--- src/rtl/axis_tiny_rr_arbiter.sv ---
// Round-robin AXI-Stream arbiter: one packet per grant, grant held until tlast,
// with a single registered output stage that can load and drain in the same cycle.
module axis_tiny_rr_arbiter #(
  parameter int BUS_WIDTH  = 1,
  parameter int NUM_PORTS  = 4,
  parameter int DEST_WIDTH = 4
) (
  input  logic                              aclk,
  input  logic                              arst,
  input  logic [NUM_PORTS*BUS_WIDTH*8-1:0]  s_axis_tdata,
  input  logic [NUM_PORTS-1:0]              s_axis_tvalid,
  input  logic [NUM_PORTS-1:0]              s_axis_tlast,
  output logic [NUM_PORTS-1:0]              s_axis_tready,
  output logic [BUS_WIDTH*8-1:0]            m_axis_tdata,
  output logic                              m_axis_tvalid,
  output logic                              m_axis_tlast,
  output logic [DEST_WIDTH-1:0]             m_axis_tdest,
  input  logic                              m_axis_tready
);

  localparam int DW    = BUS_WIDTH * 8;
  localparam int IDX_W = (NUM_PORTS > 1) ? $clog2(NUM_PORTS) : 1;

  typedef enum logic {
    IDLE   = 1'b0,
    LOCKED = 1'b1
  } state_t;

  state_t             state_q, state_d;
  logic [IDX_W-1:0]   ptr_q, ptr_d;
  logic [IDX_W-1:0]   grant_q, grant_d;

  logic [DW-1:0]         data_q;
  logic                  valid_q;
  logic                  last_q;
  logic [DEST_WIDTH-1:0] dest_q;

  logic [NUM_PORTS-1:0] ready;
  logic                 out_free;
  logic                 accept;
  logic                 grant_last;
  logic [DW-1:0]        grant_data;
  logic                 pick_found;
  logic [IDX_W-1:0]     pick_idx;
  int                   scan_idx;

  // The output slot is free when empty or when its beat leaves this cycle,
  // which is what lets a new beat load while the old one drains.
  assign out_free   = ~valid_q | m_axis_tready;
  assign grant_data = s_axis_tdata[int'(grant_q)*DW +: DW];
  assign grant_last = s_axis_tlast[grant_q];
  assign accept     = (state_q == LOCKED) & s_axis_tvalid[grant_q] & out_free;

  // First valid port scanning ptr, ptr+1, ... modulo NUM_PORTS.
  always_comb begin
    // NOTE: every always_comb output gets a default before any branch, so no path can infer a latch.
    pick_found = 1'b0;
    pick_idx   = ptr_q;
    scan_idx   = 0;
    for (int k = 0; k < NUM_PORTS; k++) begin
      scan_idx = int'(ptr_q) + k;
      if (scan_idx >= NUM_PORTS) scan_idx = scan_idx - NUM_PORTS;
      if (!pick_found && s_axis_tvalid[scan_idx]) begin
        pick_found = 1'b1;
        pick_idx   = IDX_W'(scan_idx);
      end
    end
  end

  // State register.
  always_ff @(posedge aclk) begin
    if (arst) begin
      // NOTE: sequential state uses non-blocking assignments so every register samples pre-edge values.
      state_q <= IDLE;
      ptr_q   <= '0;
      grant_q <= '0;
    end else begin
      state_q <= state_d;
      ptr_q   <= ptr_d;
      grant_q <= grant_d;
    end
  end

  // Next-state logic.
  always_comb begin
    state_d = state_q;
    ptr_d   = ptr_q;
    grant_d = grant_q;
    case (state_q)
      IDLE: begin
        if (pick_found) begin
          state_d = LOCKED;
          grant_d = pick_idx;
        end
      end
      LOCKED: begin
        // Release on the accepted tlast beat; the output register may still hold data.
        if (accept && grant_last) begin
          state_d = IDLE;
          ptr_d   = (grant_q == IDX_W'(NUM_PORTS - 1)) ? '0 : grant_q + 1'b1;
        end
      end
      default: state_d = IDLE;
    endcase
  end

  // Output logic: only the granted port may see ready.
  always_comb begin
    ready = '0;
    if (state_q == LOCKED) ready[grant_q] = out_free;
  end

  // Output register stage.
  always_ff @(posedge aclk) begin
    if (arst) begin
      data_q  <= '0;
      valid_q <= 1'b0;
      last_q  <= 1'b0;
      dest_q  <= '0;
    end else if (accept) begin
      data_q  <= grant_data;
      valid_q <= 1'b1;
      last_q  <= grant_last;
      dest_q  <= DEST_WIDTH'(grant_q);
    end else if (valid_q && m_axis_tready) begin
      valid_q <= 1'b0;
    end
  end

  assign s_axis_tready = ready;
  assign m_axis_tdata  = data_q;
  assign m_axis_tvalid = valid_q;
  assign m_axis_tlast  = last_q;
  assign m_axis_tdest  = dest_q;

endmodule

--- config.mk ---
export PLATFORM = sky130hd
export DESIGN_NAME = axis_tiny_rr_arbiter
export DESIGN_NICKNAME = d
export VERILOG_FILES = /design/src/rtl/axis_tiny_rr_arbiter.sv
export SDC_FILE = /design/constraint.sdc
export NUM_CORES = 1
export LEC_CHECK = 0
export ABC_AREA = 1
export BUFFER_PORTS_ARGS = -buffer_cell sky130_fd_sc_hd__buf_2
export CAP_MARGIN = 30
export CORE_MARGIN = 3
export CORE_UTILIZATION = 30
export DETAILED_ROUTE_END_ITERATION = 16
export HOLD_SLACK_MARGIN = 0.05
export PLACE_DENSITY_LB_ADDON = 0.2
export SETUP_SLACK_MARGIN = 0.02
export SYNTH_ARGS = -nofsm -noshare
export SYNTH_HDL_FRONTEND = slang
export SYNTH_SLANG_ARGS = --single-unit
--- constraint.sdc ---
create_clock -name aclk -period 1.8 [get_ports aclk]
set_input_delay 0.09 -clock aclk [delete_from_list [all_inputs] [get_ports aclk]]
set_output_delay 0.09 -clock aclk [all_outputs]
set_load 0.005 [all_outputs]
After elaboration in Yosys (flattened, before gate mapping)
Index checks and enable logic that the tools add are counted.
{ "totals": {"out_inout_bits": 18, "in_bits": 43, "reg_bits": 17, "wordCells": 82} }
{ "classes": {"add_sub_neg": 8, "bitwise": 6, "magnitude_cmp": 10, "reduce_logical": 12, "n_eq_ne": 1, "shifts": 1, "mux": 37} }
{ "op_table": {"columns": ["cell", "count"], "rows": [
  ["less-than comparator 32 x 4 -> 1 bit, second input constant", 4],
  ["2-to-1 mux 32 bit", 4],
  ["indexed part select 32 x 6 -> 8 bit", 1],
  ["2-to-1 mux 1 bit", 19],
  ["binary-select mux 1 bit (select 2 bit)", 6],
  ["subtractor 3 x 3 -> 4 bit, second input constant", 3],
  ["2-to-1 mux 2 bit", 5],
  [">= comparator 3 bit, second input constant", 3],
  ["adder 2 x 2 -> 3 bit, second input constant", 2],
  ["logical AND 1 bit", 6],
  ["bitwise AND 4 bit", 1],
  ["2-to-1 mux 4 bit", 1],
  ["AND reduction 2 bit", 2],
  ["subtractor 2 x 3 -> 4 bit, second input constant", 1],
  ["adder 2 x 1 -> 3 bit, second input constant", 1],
  [">= comparator 2 x 3 -> 1 bit, second input constant", 1],
  ["zero test 1 bit", 3],
  ["less-than comparator 2 x 3 -> 1 bit, second input constant", 1],
  ["adder 2 x 1 -> 2 bit, second input constant", 1],
  ["bitwise AND 1 bit", 2],
  ["demux 1 bit (select 2 bit)", 1],
  ["equality test 2 bit, second input constant", 1],
  [">= comparator 2 x 1 -> 1 bit, second input constant", 1],
  ["NOT 1 bit", 2],
  ["other kinds (3)", 3]
]} }

Depth between registers and ports, before layout
{ "depth": {"ltp_word": 17, "depth_mapped": 15, "ltp_nobuf": 14} }

Worst setup path after synthesis
OpenSTA, ideal clock, no wires.
{ "synth_path": {"path_kind": "register -> register", "start": "register grant_q[0]", "end": "register ptr_q[1]", "setup_time_ps": 120, "arrival_time_ps": 1408, "path_stages_with_launch": 7, "setup_slack_ps": 272, "path_buffers": 2, "period_less_slack_ps": 1528, "t_required_ps": 1680, "cell_sequence": "dfxtp_1 > inv_1 > clkbuf_1 > clkbuf_1 > ha_1 > o21ai_0 > a21oi_1"} }
{ "synth_between": {"elab_chain_len": 6, "word_cells_on_any_way": 11, "cone_classes": "1 x add/sub; 1 x eq/ne; 5 x mux; 2 x bitwise; 2 x reduce/logical"} }
{ "synth_lines": {"columns": ["item", "line", "rtl"], "rows": [
  ["from (decl)", "31", "logic [IDX_W-1:0] grant_q, grant_d;"],
  ["from (signal assigned)", "80", "grant_q <= grant_d;"],
  ["binary-select mux 1 bit (select 2 bit)", "52", "assign accept = (state_q == LOCKED) & s_axis_tvalid[grant_q] & out_free;"],
  ["2-to-1 mux 1 bit (implied by the code)", "52", null],
  ["bitwise AND 1 bit (2 in series)", "52", null],
  ["logical AND 1 bit", "98", "if (accept && grant_last) begin"],
  ["AND reduction 2 bit (no line)", null, null],
  ["to (signal assigned)", "79", "ptr_q <= ptr_d;"],
  ["to (decl)", "30", "logic [IDX_W-1:0] ptr_q, ptr_d;"]
]} }
Parallel ways exist; a longest one is shown, timed or not. The select of a mux whose other input is x is not followed.
A chain may end at the register's enable or synchronous reset.

Final worst setup path
{ "layout_path": {"start": "register grant_q[1]", "end": "output s_axis_tready[0]"} }
{ "layout_between": {"elab_chain_len": 6, "word_cells_on_any_way": 7, "cone_classes": "2 x order compare; 3 x mux; 1 x bitwise; 1 x reduce/logical"} }
{ "layout_lines": {"columns": ["item", "line", "rtl"], "rows": [
  ["less-than comparator 2 x 3 -> 1 bit (implied by the code) or >= comparator 2 x 1 -> 1 bit (tied branches)", "110", "if (state_q == LOCKED) ready[grant_q] = out_free;"],
  ["logical AND 1 bit (implied by the code)", "110", null],
  ["2-to-1 mux 1 bit (implied by the code)", "110", null],
  ["demux 1 bit (select 2 bit) *", "110", null],
  ["bitwise AND 4 bit (no line) *", null, null],
  ["2-to-1 mux 4 bit *", "110", null],
  ["to (decl)", "13", "output logic [NUM_PORTS-1:0] s_axis_tready,"]
]} }
Mark *: on every way between the ends. The rest lies on a longest branch, timed or not.

==> impl_results.md <==
- Max-Cap Viols: 0
- Setup violators final: 0
- CORE AREA: about 4000 sq um
- Die W: around 71 microns
- Number of global-route vias before repair: 1288
- ANT nets after route: 0
- Yosys cell types: 26
- Drt pass-1 iters: 4
- Skew-Pair Late Insertion Delay: 0.25 ns
- RSZ-0062 raised after global routing: no
- Synth top area share: 0.2664
- Top-count cell post-synth: nor2_1
- Setup_tns: 0 ns
- Share of post-route cells with drive strength above 1: 0.3516
- FMAX: about 0.63 GHz
- Synth Cell Area: approximately 1300 sq um
- Pre-CTS setup slack: 0.1827 ns
- Final nets: around 300
- Final Critical Period: 1.580 ns
- First-pass GRT wire length: roughly 5600 microns
- Crit path DAT: approximately 1.5 ns
- Mapped Cells: approximately 200
- Worst min-delay path category: input pin to flip-flop
- Post-synth top cells: nor2_1, nand2_1, o21ai_0, dfxtp_1, inv_1
- Antenna diode count: 0
- Synthesis-to-finish area growth: 29.87%
- Iteration-0 DRC Markers: 45
- Final Max Slew Viols: 0
- Sequential area share after synthesis: 0.2664
- Critical path required time: roughly 1.7 ns
- Row count: 23
- Root buf cell: clkbuf_8
- Max clock buf depth: 2
- Clock Sinks: 17
- CTS tree: done
- DP Wirelength: 2706 microns
- Routed WL per cell: ~11 microns
- Cells after DPL: 302
- Seq cells post-synth: 17
- Final Core Density: 0.4089
- Main area contributors after synthesis: dfxtp_1, nor2_1, o21ai_0, nand2_1, nand2_4
- Clock buffer count from CTS: 3
- Syn_area_per_cell: ~6.5 sq um
- Worst setup SP type: flip-flop
- Clock transition at the registers of the reported paths: approximately 0.070 ns
- Total number of vias: 1394
- Buffers on Ports: between 50 and 60
- Non-Filler Instances: between 300 and 400
- Leakage: ~0.85 nW
- GRT Total Usage: 0.1343
- Outcome: complete, no violations
- Total power: between 1.5 and 2 mW
- Crit-path max FO: 11
- Vias per inst: between 4 and 5
- Initial antenna violation count: 0
- Peak VDD IR: 0.4647 mV
- Starting density of the core: 0.3148
- Most common flop cell mapped by yosys: dfxtp_1
- Flop-to-flop setup slack: 0.23 ns
- Post-synth EDFFs: 0
- Total I/O pin count: between 60 and 70
- Largest net degree at the start of global routing: 21
- Final Hold Viols: 0
- Critical path capture point type: output pin
- Async set-reset flop share out of synthesis: 0
- Post-Route WL: around 3400 microns
- Grt ovf: 0
- Synth Warn #: 0
- Setup ws final: 0.2205 ns
- Final period utilization: 0.8775
- Pwr/cell area: between 1000 and 1500 nW/um^2
- Max H-tree Level: 1
- Setup CP Type: flip-flop to output pin
- Area leader, netlist: dfxtp_1
- Gpl congestion: a little under 0.8
- Die area: 5077 sq um
- # DRC: 0
- Worst Skew: 0.001863 ns
- Die Y: between 70 and 80 microns
-- where the power goes --
group          switching, mW  internal (mW)  leakage [nW]
clock                  0.129          0.153        0.0255
combinational          0.673          0.446         0.686
sequential            0.0868          0.479         0.140
-- critical path, stage by stage, from the launching register on --
cell	delay [ns]
dfxtp_1	0.48
inv_1	0.15
buf_4	0.21
ha_1	0.18
inv_1	0.05
nor2_1	0.03
buf_2	0.13
-- routing by layer --
| layer | wire [microns] | GRT usage |
|---|---|---|
| met2 | 1660 | 0.2296 |
| met3 | 208 | 0.04488 |
| met5 | 0 | 0 |
| met1 | 1510 | 0.1654 |
| met4 | 19 | 0.02505 |
-- flip-flops by register name, summed over array words and instances, names as in the netlist --
register	cells
grant_q	2
state_q	1
ptr_q	2
m_axis_tdata	8
m_axis_tlast	1
m_axis_tdest	2
m_axis_tvalid	1
-- final timing paths --
check,from,endpoint,cells past startpoint
setup / recovery,grant_q[1],s_axis_tready[0],6
hold / removal,arst,ptr_q[0],2
setup reg to reg,grant_q[1],ptr_q[1],7
hold reg to reg,m_axis_tlast,m_axis_tlast,2
-- timing repair --
action                                  4_1_cts  5_1_grt
gates resized for setup                       0        1
hold buffers                                  0        0
setup buffers                                 0        0
endpoints found under the setup margin        0        1
-- placed cells by master (no fill, tap or decap), types with 6 or more instances in the layout --
cell type,count
a21oi_1,9
buf_2,58
o21ai_0,25
nand3_1,8
inv_1,13
nand2_2,6
nand2_1,26
o21ai_1,7
dfxtp_1,16
buf_4,7
a31oi_1,7
nor2_1,45
-- cell families (layout without fill, tap and decap cells) --
| group | after synthesis | count (layout) | synth area share |
|---|---|---|---|
| AO/OA/AOI/OAI | 54 | 54 | 0.2400 |
| adder cells (fa/ha/maj) | 4 | 4 | 0.03918 |
| buffers and inverters | 29 | 86 | 0.1126 |
| flip-flops | 17 | 17 | 0.2664 |
| other | 1 | 2 | 0.002935 |
| AND/OR/NAND/NOR | 93 | 93 | 0.3389 |
-- cell type report --
cell class	instances	area, sq um
fillers	454	2399
multi-input cells	153	797.0
repair buffers	65	342.8
flip-flops and latches	17	341.6
inverters	17	68.82
well taps	50	62.56
clock buffers	3	41.29
clock inverters	1	5.005
-- metrics by stage --
step	hold WS, ns	area (sq um)
6_report	0.07668	1659
5_1_grt	0.08822	1659
2_1_floorplan	0.1591	1281
3_3_place_gp	0.3493	1612
3_5_place_dp	0.3498	1612
4_1_cts	0.07989	1658
(Power assumes the default switching activity.)
